$ cat config.mk
export PLATFORM = sky130hd
export DESIGN_NAME = control_sequencer
export DESIGN_NICKNAME = d
export VERILOG_FILES = /design/src/rtl/control_sequencer.sv
export SDC_FILE = /design/constraint.sdc
export NUM_CORES = 1
export LEC_CHECK = 0
export BUFFER_PORTS_ARGS = -buffer_cell sky130_fd_sc_hd__buf_4
export CORE_MARGIN = 5
export CORE_UTILIZATION = 43
export CTS_BUF_LIST = sky130_fd_sc_hd__clkbuf_4
export DETAILED_ROUTE_END_ITERATION = 6
export PLACE_DENSITY = 0.79
export SKIP_CTS_REPAIR_TIMING = 1
export SLEW_MARGIN = 20
export SYNTH_ARGS = -nofsm -noshare
export SYNTH_HDL_FRONTEND = slang
export SYNTH_SLANG_ARGS = --single-unit
$ cat constraint.sdc
create_clock -name clk -period 2.6 [get_ports clk]
set_input_delay 0.26 -clock clk [delete_from_list [all_inputs] [get_ports clk]]
set_output_delay 0.26 -clock clk [all_outputs]
set_load 0.005 [all_outputs]
$ cat src/rtl/control_sequencer.sv
// Hardwired Moore control unit driving every Datapath strobe: shared fetch
// (T0-T2), an opcode-specific execute sequence, then back to fetch or HALT.
module control_sequencer #(
    parameter int OPC_LSB = 27
) (
    input  logic        clk,
    input  logic        clear,
    input  logic [31:0] IR,
    input  logic        stop,
    output logic        PCout,
    output logic        Zlowout,
    output logic        MDRout,
    output logic        Cout,
    output logic        BAout,
    output logic        MARin,
    output logic        Zin,
    output logic        PCin,
    output logic        MDRin,
    output logic        IRin,
    output logic        Yin,
    output logic        Gra,
    output logic        Grb,
    output logic        Grc,
    output logic        Rin,
    output logic        Rout,
    output logic        IncPC,
    output logic        Read,
    output logic        Write,
    output logic        ADD,
    output logic        SUB,
    output logic        AND,
    output logic        OR,
    output logic        SHR,
    output logic        SHL,
    output logic        ROR,
    output logic        ROL,
    output logic        NEG,
    output logic        NOT,
    output logic        run,
    output logic        illegal
);

    typedef enum logic [3:0] {
        S_RST, S_HALT, S_T0, S_T1, S_T2, S_T3, S_T4, S_T5, S_T6, S_T7
    } state_e;

    typedef enum logic [3:0] {
        C_LD, C_LDI, C_ST, C_RTYPE, C_IMM, C_UNARY, C_JR, C_NOP, C_HALT, C_ILL
    } cls_e;

    // One-hot ALU select, MSB first: ADD SUB AND OR SHR SHL ROR ROL NEG NOT
    localparam logic [9:0] ALU_ADD = 10'b10_0000_0000;
    localparam logic [9:0] ALU_SUB = 10'b01_0000_0000;
    localparam logic [9:0] ALU_AND = 10'b00_1000_0000;
    localparam logic [9:0] ALU_OR  = 10'b00_0100_0000;
    localparam logic [9:0] ALU_SHR = 10'b00_0010_0000;
    localparam logic [9:0] ALU_SHL = 10'b00_0001_0000;
    localparam logic [9:0] ALU_ROR = 10'b00_0000_1000;
    localparam logic [9:0] ALU_ROL = 10'b00_0000_0100;
    localparam logic [9:0] ALU_NEG = 10'b00_0000_0010;
    localparam logic [9:0] ALU_NOT = 10'b00_0000_0001;

    function automatic cls_e classify(input logic [4:0] op);
        case (op)
            5'b00000: classify = C_LD;
            5'b00001: classify = C_LDI;
            5'b00010: classify = C_ST;
            5'b00011, 5'b00100, 5'b00101, 5'b00110,
            5'b00111, 5'b01000, 5'b01001, 5'b01010: classify = C_RTYPE;
            5'b01011, 5'b01100, 5'b01101: classify = C_IMM;
            5'b10000, 5'b10001: classify = C_UNARY;
            5'b10011: classify = C_JR;
            5'b11001: classify = C_NOP;
            5'b11010: classify = C_HALT;
            default:  classify = C_ILL;
        endcase
    endfunction

    function automatic logic [9:0] alu_of(input logic [4:0] op);
        case (op)
            5'b00011, 5'b01011: alu_of = ALU_ADD;
            5'b00100:           alu_of = ALU_SUB;
            5'b00101:           alu_of = ALU_SHR;
            5'b00110:           alu_of = ALU_SHL;
            5'b00111:           alu_of = ALU_ROR;
            5'b01000:           alu_of = ALU_ROL;
            5'b01001, 5'b01100: alu_of = ALU_AND;
            5'b01010, 5'b01101: alu_of = ALU_OR;
            5'b10000:           alu_of = ALU_NEG;
            5'b10001:           alu_of = ALU_NOT;
            default:            alu_of = '0;
        endcase
    endfunction

    function automatic state_e last_step(input cls_e c);
        case (c)
            C_LD, C_ST:             last_step = S_T7;
            C_LDI, C_RTYPE, C_IMM:  last_step = S_T5;
            C_UNARY:                last_step = S_T4;
            default:                last_step = S_T3;
        endcase
    endfunction

    state_e     state_q, state_d;
    logic [4:0] op_q, op_d;
    cls_e       cls;
    logic [9:0] alu;
    logic [4:0] ir_opc;
    logic       unused_ir;

    assign ir_opc    = IR[OPC_LSB +: 5];
    assign unused_ir = ^(IR & ~(32'h1F << OPC_LSB));
    assign cls       = classify(op_q);

    always_ff @(posedge clk or negedge clear) begin
        if (!clear) begin
            state_q <= S_RST;
            op_q    <= '0;
        end else begin
            state_q <= state_d;
            op_q    <= op_d;
        end
    end

    always_comb begin
        state_d = state_q;
        op_d    = op_q;
        case (state_q)
            S_RST:  state_d = stop ? S_HALT : S_T0;
            S_HALT: state_d = S_HALT;
            S_T0:   state_d = S_T1;
            S_T1:   state_d = S_T2;
            S_T2:   state_d = S_T3;
            default: begin
                if (cls == C_HALT)
                    state_d = S_HALT;
                else if (state_q == last_step(cls))
                    state_d = stop ? S_HALT : S_T0;
                else
                    state_d = state_e'(state_q + 4'd1);
            end
        endcase
        // Opcode is refreshed on every edge that lands in an execute step.
        if (state_d >= S_T3)
            op_d = ir_opc;
    end

    always_comb begin
        {PCout, Zlowout, MDRout, Cout, BAout} = '0;
        {MARin, Zin, PCin, MDRin, IRin, Yin}  = '0;
        {Gra, Grb, Grc, Rin, Rout}            = '0;
        {IncPC, Read, Write, illegal}         = '0;
        alu = '0;
        run = (state_q != S_RST) && (state_q != S_HALT);
        case (state_q)
            S_T0: {PCout, MARin, IncPC, Zin}   = '1;
            S_T1: {Zlowout, PCin, Read, MDRin} = '1;
            S_T2: {MDRout, IRin}               = '1;
            S_T3: begin
                case (cls)
                    C_RTYPE, C_IMM:    {Grb, Rout, Yin}  = '1;
                    C_LD, C_LDI, C_ST: {Grb, BAout, Yin} = '1;
                    C_UNARY: begin
                        {Grb, Rout, Zin} = '1;
                        alu = alu_of(op_q);
                    end
                    C_JR:    {Gra, Rout, PCin} = '1;
                    C_ILL:   illegal = 1'b1;
                    default: ;
                endcase
            end
            S_T4: begin
                case (cls)
                    C_RTYPE: begin
                        {Grc, Rout, Zin} = '1;
                        alu = alu_of(op_q);
                    end
                    C_IMM: begin
                        {Cout, Zin} = '1;
                        alu = alu_of(op_q);
                    end
                    C_LD, C_LDI, C_ST: begin
                        {Cout, Zin} = '1;
                        alu = ALU_ADD;
                    end
                    C_UNARY: {Zlowout, Gra, Rin} = '1;
                    default: ;
                endcase
            end
            S_T5: begin
                case (cls)
                    C_RTYPE, C_IMM, C_LDI: {Zlowout, Gra, Rin} = '1;
                    C_LD, C_ST:            {Zlowout, MARin}    = '1;
                    default: ;
                endcase
            end
            S_T6: begin
                if (cls == C_LD)      {Read, MDRin}       = '1;
                else if (cls == C_ST) {Gra, Rout, MDRin}  = '1;
            end
            S_T7: begin
                if (cls == C_LD)      {MDRout, Gra, Rin} = '1;
                else if (cls == C_ST) Write = 1'b1;
            end
            default: ;
        endcase
        {ADD, SUB, AND, OR, SHR, SHL, ROR, ROL, NEG, NOT} = alu;
    end

endmodule

Word level (Yosys, flattened, before mapping)
Memories as Yosys holds them, arrays and structs flattened.
Index checks and enable logic that the tools add are counted.
Widths: inputs -> output; s select.
{ "op_classes": {"add_sub_neg": 1, "n_lt_le_gt_ge": 1, "eq_ne": 19, "mux": 44, "reduce_logical": 12} }
{ "ops": {"columns": ["cell", "count"], "rows": [
  ["$pmux 10 s3", 1],
  ["$eq 4x3->1 const B", 7],
  ["$mux 1", 24],
  ["$pmux 10 s2", 1],
  ["$pmux 4 s5", 1],
  ["$eq 4x2->1 const B", 4],
  ["$eq 4x4->1 const B", 4],
  ["$mux 4", 4],
  ["$pmux 1 s3", 4],
  ["$pmux 4 s3", 1],
  ["$mux 10", 1],
  ["$pmux 1 s2", 5],
  ["$reduce_or 5->1", 2],
  ["$eq 4x1->1 const B", 2],
  ["$logic_not 4->1", 2],
  ["$reduce_or 4->1", 2],
  ["$reduce_or 3->1", 2],
  ["$reduce_or 6->1", 1],
  ["$pmux 1 s5", 1],
  ["$add 4x1->4 const B", 1],
  ["$eq 4x4->1", 1],
  ["$ge 4x3->1 const B", 1],
  ["$ne 4x1->1 const B", 1],
  ["$reduce_bool 4->1", 1],
  ["other kinds (3)", 3]
]} }
{ "word_totals": {"regBits": 9, "mem_bits_ro": 1088, "input_bits": 35, "out_inout_bits": 31, "word_cells": 83, "mem_count": 4} }
{ "memory_table": {"columns": ["memory", "words", "word_bits", "rd", "rd_ports_with_merged_regs", "write_ports", "line", "text"], "rows": [
  ["(no name shown)", 32, 10, 1, 0, 0, "80", "case (op)"],
  ["(no name shown)", 32, 10, 1, 0, 0, "80", null],
  ["(no name shown)", 32, 10, 1, 0, 0, "80", null],
  ["(no name shown)", 32, 4, 1, 0, 0, "64", "case (op)"]
]} }

Logic depth before layout (Yosys ltp)
Gate-level depths: netlist (run 1).
An unclocked memory read counts as a cell.
{ "logic_depth": {"ltp_word": 11, "depth_mapped": 10, "depth_no_buf": 9} }

Least setup slack after synthesis (run 1)
OpenSTA, ideal clock, no wires.
{ "synth_path": {"path_kind": "reg2reg", "start": "register op_q[0]", "end": "register op_q[0]", "setup_time_ns": 0.128, "t_arrival_ns": 2.391, "required_time_ns": 2.472, "setup_slack_ns": 0.082, "stages_incl_launch_ff": 9, "path_buffers": 1, "period_less_slack_ns": 2.518, "path_cell_list": "dfrtp_1 -> buf_6 -> nor4_4 -> mux2i_1 -> nor2_1 -> a21bo_2 -> o21ai_0 -> nand4_2 -> mux2_1"} }
{ "synth_via": {"elab_chain_len": 11, "elab_cells_between_ends": 18, "cone_classes": "order compare (1); eq/ne (7); mux (6); reduce/logical (3); memory (1)"} }
{ "synth_rtl": {"columns": ["item", "line", "text"], "rows": [
  ["from (decl)", "105", "logic [4:0] op_q, op_d;"],
  ["from (signal assigned)", "121", "op_q <= op_d;"],
  ["$mem_v2 32x4 (*)", null, null],
  ["$eq 4x1->1, or another cell as far along", "96", "case (c)"],
  ["$reduce_or 3->1 / $reduce_or 2->1 (equally long branches)", null, null],
  ["$pmux 4 s3", "96", null],
  ["$mux 4", "135", "if (cls == C_HALT)"],
  ["$mux 4", "128", "case (state_q)"],
  ["$eq 4x4->1", "137", "else if (state_q == last_step(cls))"],
  ["$mux 4", "137", null],
  ["$mux 4 (*)", "135", null],
  ["$pmux 4 s5 (*)", "128", null],
  ["$ge 4x3->1 (*)", "144", "if (state_d >= S_T3)"]
]} }
Mark *: on every way between the ends. The rest lies on a longest branch, timed or not. The select of a mux whose other input is x is not followed.
A chain may end at the register's enable or synchronous reset.

Worst setup path in the final report (run 1)
{ "layout_path": {"start": "register op_q[1]", "end": "register op_q[0]"} }
The elaborated chain is that of the path after synthesis.

==> results.json, run 1 <==
{
  "required_ns": 2.73,
  "io_buffers": 38,
  "crit_type": "flip-flop to flip-flop",
  "drt_iter0_drc": 98,
  "gr-usage-all-layers_pct": 16.1,
  "ys_seq_elements": 9,
  "avgSynthCellArea_um2": 7.79,
  "antennaDiodeCount": 0,
  "die_x_um": 66.2,
  "relSlewSlack_pct": 76.2,
  "antenna_found_initial": 0,
  "finalMaxSlewViolations": 0,
  "synth_top_area_share_pct": 16.6,
  "fmax_ghz": 0.406,
  "core_area_um2": 3030,
  "final_common_cell": "buf_4",
  "end_kind": "flip-flop",
  "overflow": 0,
  "min_path_cells": 2,
  "final.period_utilization_pct": 94.6,
  "critPathArrivalTime_ns": 2.59,
  "nFillCells": 291,
  "syn_inst": 174,
  "fin_skew_ns": 0.000461,
  "grt_pass1_vias": 1309,
  "hold_violations": 0,
  "worstPathMaxFanout": 10,
  "hold_start": "IR[29]",
  "hold_path_class": "input pin to flip-flop",
  "dieArea_um2": 4380,
  "worstMarginPinSlew_ns": 0.356,
  "layout.nets": 267,
  "wl_um": 3420,
  "reg2reg_to": "op_q[0]",
  "power_density_nw_per_um2": 1330,
  "die_y_um": 66.2,
  "htree_num_levels": 1,
  "via_per_inst": 5.15,
  "status": "complete, no violations",
  "ys_seq_area_share_pct": 16.6,
  "gp_congestion": 0.894,
  "synthArstFlopShare_pct": 100,
  "drive_gt1_share_pct": 38.3,
  "areaGrowthSynthToFinish_pct": 31.0,
  "ys_top_cells_by_area": "dfrtp_1 17%, clkbuf_8 7.1%, nand2_1 6.1%, nor2_1 4.7%, mux2_1 4.2%",
  "total_power_w": 0.00236,
  "dp_hpwl_um": 2720,
  "hold_ws_ns": 0.221,
  "drc": 0,
  "worst_setup_path_start_kind": "flip-flop",
  "syn-num-nets": 213,
  "io_pins": 66,
  "setup_violations": 0,
  "hold_end": "op_q[2]",
  "setup_ws_ns": 0.140,
  "syn_area_um2": 1360,
  "dp_slack_ns": 0.0854,
  "clock-sinks": 9,
  "grt_pass1_wl_um": 5750,
  "layout_common_cells": "62 x buf_4, 22 x nand2_1, 17 x nor2_1",
  "cts_inserted_buffers": 3,
  "cts_tree": "done",
  "drv_cap": 0,
  "synth_flop_cell": "dfrtp_1",
  "yosys_warnings": 0,
  "wl_per_cell_um": 12.6,
  "clkTransAtPathRegs_ns": 0.06,
  "vias": 1395,
  "start_util_pct": 44.8,
  "grt_max_degree": 19,
  "rrSetupSlack_ns": 0.14,
  "worstReg2RegStart": "op_q[1]",
  "r2r_cells": 7,
  "p_leak_nw": 0.842,
  "cts_max_path_buffers": 2,
  "yosysUniqueCellTypes": 49,
  "route.antenna.remaining_nets": 0,
  "yosys.area.top_type": "dfrtp_1",
  "synth_edf_count": 0,
  "clock_latency_ns": 0.25,
  "min_period_ns": 2.46,
  "tns_ns": 0,
  "first_pass_iters": 4,
  "vdd_ir_drop_max_v": 0.000571,
  "rows": 20,
  "root_buffer": "clkbuf_4"
}
worst max-delay path by stage:
stage | startpoint | to | slack, ns
detailed placement | op_q[2] | op_q[0] | 0.09
floorplan | op_q[0] | op_q[0] | 0.08
finish | op_q[1] | op_q[0] | 0.14
global placement | op_q[2] | op_q[0] | 0.11
global route | op_q[2] | op_q[0] | -0.01
CTS | op_q[2] | op_q[0] | 0.07
registers in the layout, indices dropped and copies added (netlist names):
| register | count |
|---|---|
| op_q | 5 |
| state_q | 4 |
synth_stat cells (2+ instances only):
cell,instances
clkbuf_1,2
xnor2_1,3
a211oi_1,2
o22ai_1,2
nand3_1,9
o21a_1,2
nor3_1,9
a21o_1,3
and2b_2,3
nand2b_1,6
and3_1,2
nor2_1,17
dfrtp_1,9
nand3b_1,3
and2_1,6
nand2_1,22
nor4b_4,2
xor2_1,2
a21oi_1,10
mux2_1,5
buf_6,3
o21ai_0,11
ha_1,4
inv_1,5
clkbuf_8,7
nand4_1,2
critical path, stage by stage (launching register included):
cell and delay [ns]:
dfrtp_1 0.50, a21o_1 0.23, a211oi_2 0.32, xnor2_2 0.21, nor2_1 0.12, o32ai_2 0.32
nand4_2 0.25, mux2_1 0.37
area by class of cell:
class,instances,area [um2],area share (%)
multi-input combinational,146,968,54.5
timing repair buffer,63,475,26.8
inverter,5,18.8,1.06
tap,44,55.1,3.10
sequential,9,229,12.9
clock buffer,4,30.0,1.69
cell families (layout without fill, tap and decap cells):
logic type	after synthesis	in the layout	synth area share, %
flip-flops	9	9	16.6
multiplexers	6	6	4.89
adder cells (fa/ha/maj)	4	4	3.69
AO/OA/AOI/OAI	39	39	18.8
buffers and inverters	19	72	12.5
AND/OR/NAND/NOR	91	91	39.1
XOR/XNOR	6	6	4.43
per-stage QoR:
stage               std cells  util, %  area, um2
floorplan                 174        -       1360
global placement          262     56.0       1700
global route              271     58.7       1780
detailed placement        262     56.0       1700
finish                    271     58.7       1780
CTS                       266     57.0       1730
where the power goes:
part           switching [W]  internal [W]
registers           0.000116      0.000220
logic               0.000979      0.000937
clock network      0.0000420     0.0000691
metal layers:
layer | vias up | track usage, % | part of all wire [%]
li1 | 725 | - | -
met1 | 635 | 22.1 | 46
met2 | 33 | 27.4 | 49
met3 | 2 | 1.87 | 4.9
met4 | 0 | 2.79 | 0.18
met5 | - | 0 | 0
(Power assumes the default switching activity.)
==> run 2, diff against run 1 <==
--- a/config.mk
+++ b/config.mk
@@ -10,7 +10,7 @@
 export CORE_UTILIZATION = 43
 export CTS_BUF_LIST = sky130_fd_sc_hd__clkbuf_4
 export DETAILED_ROUTE_END_ITERATION = 6
-export PLACE_DENSITY = 0.79
+export PLACE_DENSITY_LB_ADDON = 0.1
 export SKIP_CTS_REPAIR_TIMING = 1
 export SLEW_MARGIN = 20
 export SYNTH_ARGS = -nofsm -noshare
==> run 2 against run 1 <==
Effect of this change:
- non-clock buffer count is 6 lower
- critical path depth stayed put
- core utilization is 1.6 points lower
- design area is 2.7% lower
- register-to-register slack hardly changed
- routed wire length hardly changed
- fmax is 0.33% higher
- sequential cell count stayed put
- largest cell class unchanged
- largest power group unchanged
- highest routed layer is now met3
==> results.json, run 2 (same netlist as run 1, synthesis figures left out) <==
{
  "worstReg2RegStart": "op_q[2]",
  "grt_max_degree": 19,
  "dieArea_um2": 4380,
  "wl_um": 3420,
  "worstPathMaxFanout": 5,
  "die_x_um": 66.2,
  "p_leak_nw": 0.811,
  "io_buffers": 38,
  "htree_num_levels": 1,
  "drv_cap": 0,
  "core_area_um2": 3030,
  "via_per_inst": 5.22,
  "antenna_found_initial": 0,
  "rows": 20,
  "drt_iter0_drc": 124,
  "dp_slack_ns": 0.0761,
  "end_kind": "flip-flop",
  "clock-sinks": 9,
  "crit_type": "flip-flop to flip-flop",
  "top_regs": "op_q: 5 flops, state_q: 4 flops",
  "relSlewSlack_pct": 71.5,
  "clkTransAtPathRegs_ns": 0.06,
  "startpoint": "op_q[2]",
  "layout_common_cells": "56 x buf_4, 22 x nand2_1, 17 x nor2_1",
  "multiInputGateArea_um2": 967,
  "first_pass_iters": 4,
  "areaGrowthSynthToFinish_pct": 27.5,
  "hold_violations": 0,
  "cts_inserted_buffers": 3,
  "vias": 1384,
  "hold_end": "op_q[4]",
  "final_common_cell": "buf_4",
  "worst_setup_path_start_kind": "flip-flop",
  "nFillCells": 295,
  "final.period_utilization_pct": 94.3,
  "fin_skew_ns": 0.00217,
  "overflow": 0,
  "hold_path_class": "input pin to flip-flop",
  "route.antenna.remaining_nets": 0,
  "status": "complete, no violations",
  "rrSetupSlack_ns": 0.15,
  "total_power_w": 0.00227,
  "critPathArrivalTime_ns": 2.59,
  "r2r_cells": 7,
  "gp_congestion": 0.795,
  "largest_register": "op_q",
  "switchingPower_w": 0.00112,
  "clock_latency_ns": 0.25,
  "power_density_nw_per_um2": 1310,
  "swShare_pct": 49.3,
  "start_util_pct": 44.8,
  "drc": 0,
  "vdd_ir_drop_max_v": 0.000609,
  "cts_max_path_buffers": 2,
  "setup_ws_ns": 0.148,
  "cts_tree": "done",
  "min_period_ns": 2.45,
  "required_ns": 2.73,
  "rsz0062_at_grt": "true",
  "drive_gt1_share_pct": 35.7,
  "die_y_um": 66.2,
  "regArea_um2": 228,
  "hold_start": "IR[31]",
  "p_int_w": 0.00115,
  "dp_hpwl_um": 2750,
  "gr-usage-all-layers_pct": 15.9,
  "io_pins": 66,
  "pwr-share-comb_pct": 80.0,
  "p_seq_share_pct": 15.0,
  "reg2reg_to": "op_q[3]",
  "wl_per_cell_um": 12.9,
  "antennaDiodeCount": 0,
  "grt_pass1_wl_um": 5660,
  "grt_pass1_vias": 1301,
  "worstMarginPinSlew_ns": 0.423,
  "finalMaxSlewViolations": 0,
  "p_clk_share_pct": 5.1,
  "layout.nets": 261,
  "root_buffer": "clkbuf_4",
  "setup_violations": 0,
  "fmax_ghz": 0.408,
  "min_path_cells": 2,
  "largest_register_ffs": 5
}
## run 2: layout make-up
class	instances	area share (%)
multi-input combinational	146	55.9
timing repair buffer	57	24.9
clock buffer	4	1.74
inverter	5	1.09
sequential	9	13.2
tap	44	3.18
## run 2: worst max-delay path by stage
stage          cells after the start  slack [ns]       to
2_1_floorplan                      8        0.08  op_q[0]
3_3_place_gp                       7        0.15  op_q[0]
3_5_place_dp                       7        0.08  op_q[3]
4_1_cts                            7        0.07  op_q[3]
5_1_grt                           11     -0.0008  op_q[3]
6_report                           7        0.15  op_q[3]
## run 2: stage by stage
step,area (um2),instances,setup TNS [ns],hold WS (ns),util (%)
2_1_floorplan,1360,174,0,-0.0356,-
3_3_place_gp,1680,260,0,0.0833,55.5
3_5_place_dp,1680,260,0,0.0876,55.5
4_1_cts,1710,264,0,-0.196,56.5
5_1_grt,1730,265,-0.000840,0.202,57.1
6_report,1730,265,0,0.216,57.1
## run 2: power by group through the flow
stage               combinational (W)  clock [W]  sequential [W]
global route                  0.00200   0.000129        0.000356
CTS                           0.00181   0.000122        0.000335
global placement              0.00177          0        0.000334
detailed placement            0.00181          0        0.000338
floorplan                     0.00139          0        0.000296
finish                        0.00181   0.000115        0.000339
## run 2: worst max-delay path: stages (launching register included)
cell	delay, ns
dfrtp_2	0.45
nor4_4	0.39
mux2i_1	0.28
nor2_1	0.12
a21bo_2	0.26
o21ai_0	0.21
nand4_2	0.24
mux2_1	0.38
## run 2: per-layer routing
layer,track usage [%],up-vias,part of all wire (%)
met5,0,-,0
li1,-,702,-
met2,27.5,39,49
met1,21.0,643,46
met4,3.81,0,0
met3,1.36,0,5.4
==> run 3, diff against run 2 <==
--- a/config.mk
+++ b/config.mk
@@ -7,7 +7,7 @@
 export LEC_CHECK = 0
 export BUFFER_PORTS_ARGS = -buffer_cell sky130_fd_sc_hd__buf_4
 export CORE_MARGIN = 5
-export CORE_UTILIZATION = 43
+export CORE_UTILIZATION = 48
 export CTS_BUF_LIST = sky130_fd_sc_hd__clkbuf_4
 export DETAILED_ROUTE_END_ITERATION = 6
 export PLACE_DENSITY_LB_ADDON = 0.1
==> constraint.sdc (replaced) <==
create_clock -name clk -period 2.7 [get_ports clk]
set_input_delay 0.27 -clock clk [delete_from_list [all_inputs] [get_ports clk]]
set_output_delay 0.27 -clock clk [all_outputs]
set_load 0.005 [all_outputs]
==> run 3 against run 2 <==
Effect of this change:
- die area is 8.9% lower
- non-clock buffer count is 3 lower
- first-iteration DRC count is 51% lower
- global-route usage is 1.5 points higher
- total power is 5.2% lower
- clock skew is 0.00066 ns lower
- via count is 0.36% higher
- core utilization is 4.7 points higher
==> results.json, run 3 (same netlist as run 1, synthesis figures left out) <==
{
  "status": "complete, no violations",
  "gp_congestion": 0.834,
  "drive_gt1_share_pct": 34.4,
  "drv_cap": 0,
  "finalMaxSlewViolations": 0,
  "startpoint": "state_q[1]",
  "route.antenna.remaining_nets": 0,
  "fin_util_pct": 61.8,
  "overflow": 0,
  "hold_start": "IR[30]",
  "drc": 0,
  "htree_num_levels": 1,
  "final.period_utilization_pct": 93.7,
  "regArea_um2": 226,
  "die_y_um": 63.2,
  "vias": 1389,
  "required_ns": 2.83,
  "first_pass_iters": 5,
  "io_buffers": 38,
  "total_power_w": 0.00215,
  "cts_max_path_buffers": 2,
  "clkTransAtPathRegs_ns": 0.06,
  "top_regs": "op_q: 5 flops, state_q: 4 flops",
  "layout.nets": 258,
  "tns_ns": 0,
  "io_pins": 66,
  "crit_type": "flip-flop to flip-flop",
  "worstMarginPinSlew_ns": 0.412,
  "largest_register_ffs": 5,
  "largest_register": "op_q",
  "dieArea_um2": 3990,
  "dp_hpwl_um": 2770,
  "core_area_um2": 2730,
  "power_density_nw_per_um2": 1270,
  "cts_inserted_buffers": 3,
  "setup_violations": 0,
  "final_cells": 249,
  "nFillCells": 261,
  "p_leak_nw": 0.797,
  "rrSetupSlack_ns": 0.17,
  "grt_max_degree": 19,
  "via_per_inst": 5.58,
  "worst_setup_path_start_kind": "flip-flop",
  "clock-sinks": 9,
  "critPathArrivalTime_ns": 2.66,
  "areaGrowthSynthToFinish_pct": 24.5,
  "grt_pass1_vias": 1277,
  "cp-endpoint": "op_q[1]",
  "clock_latency_ns": 0.25,
  "cts_tree": "done",
  "placedCellCount": 244,
  "wl_per_cell_um": 13.5,
  "multiInputGateArea_um2": 967,
  "die_x_um": 63.2,
  "final_common_cell": "buf_4",
  "drt_iter0_drc": 61,
  "rows": 19,
  "r2r_cells": 9,
  "root_buffer": "clkbuf_4",
  "min_period_ns": 2.53,
  "antennaDiodeCount": 0,
  "hold_violations": 0,
  "grt_pass1_wl_um": 5940,
  "relSlewSlack_pct": 72.6,
  "worstReg2RegStart": "state_q[1]",
  "layout_common_cells": "53 x buf_4, 22 x nand2_1, 17 x nor2_1",
  "antenna_found_initial": 0,
  "wl_um": 3370,
  "rsz0062_at_grt": "true",
  "reg2reg_to": "op_q[1]",
  "end_kind": "flip-flop",
  "fmax_ghz": 0.395,
  "gr-usage-all-layers_pct": 17.3,
  "vdd_ir_drop_max_v": 0.000916,
  "start_util_pct": 49.6,
  "worstPathMaxFanout": 6,
  "fin_skew_ns": 0.00151,
  "hold_path_class": "input pin to flip-flop"
}
## run 3: cell types whose count changed in the layout (fill, tap and decap cells not counted)
cell / before / now
dfrtp_2: 2 / 1
dfrtp_1: 7 / 8
buf_4: 56 / 53
## run 3: worst min path at each step
| stage | cells past startpoint | slack [ns] | end |
|---|---|---|---|
| after floorplan | 0 | -0.03 | op_q[0] |
| after global placement | 1 | 0.09 | state_q[1] |
| after detailed placement | 1 | 0.1 | state_q[1] |
| after CTS | 1 | -0.18 | state_q[1] |
| after global routing | 2 | 0.22 | op_q[3] |
| final | 2 | 0.23 | op_q[3] |
## run 3: cell type report
class | count | share of cell area [%]
Tap cell | 31 | 2.30
Inverter | 5 | 1.11
Multi-Input combinational cell | 146 | 57.3
Clock buffer | 4 | 1.78
Sequential cell | 9 | 13.4
Timing Repair Buffer | 54 | 24.1
## run 3: metrics by stage
| step | hold slack (ns) | area (um2) | setup WS, ns |
|---|---|---|---|
| after global placement | 0.0933 | 1640 | 0.204 |
| after floorplan | -0.0256 | 1360 | 0.182 |
| after detailed placement | 0.0959 | 1640 | 0.134 |
| after global routing | 0.217 | 1690 | -0.00294 |
| final | 0.229 | 1690 | 0.169 |
| after CTS | -0.180 | 1670 | 0.116 |
## run 3: worst max-delay path, stage by stage (launching register included)
cell,delay [ns]
dfrtp_2,0.46
inv_1,0.10
ha_1,0.21
and2b_2,0.24
a211o_1,0.28
nand3_1,0.11
nor2_1,0.07
o32ai_2,0.33
nand4_2,0.24
mux2_1,0.37
## run 3: where the power goes
| group | internal (W) | switching [W] | leakage [nW] | total [W] |
|---|---|---|---|---|
| logic | 0.000806 | 0.000879 | 0.672 | 0.00169 |
| registers | 0.000208 | 0.000148 | 0.107 | 0.000356 |
| clock network | 0.0000666 | 0.0000411 | 0.0184 | 0.000108 |
## run 3: metal layers
layer	GRT usage (%)	share of wire, %	vias to the layer above
li1	-	-	701
met1	23.6	45	649
met2	28.8	48	37
met3	2.84	6.1	2
met4	3.18	0.33	0
met5	0	0	-
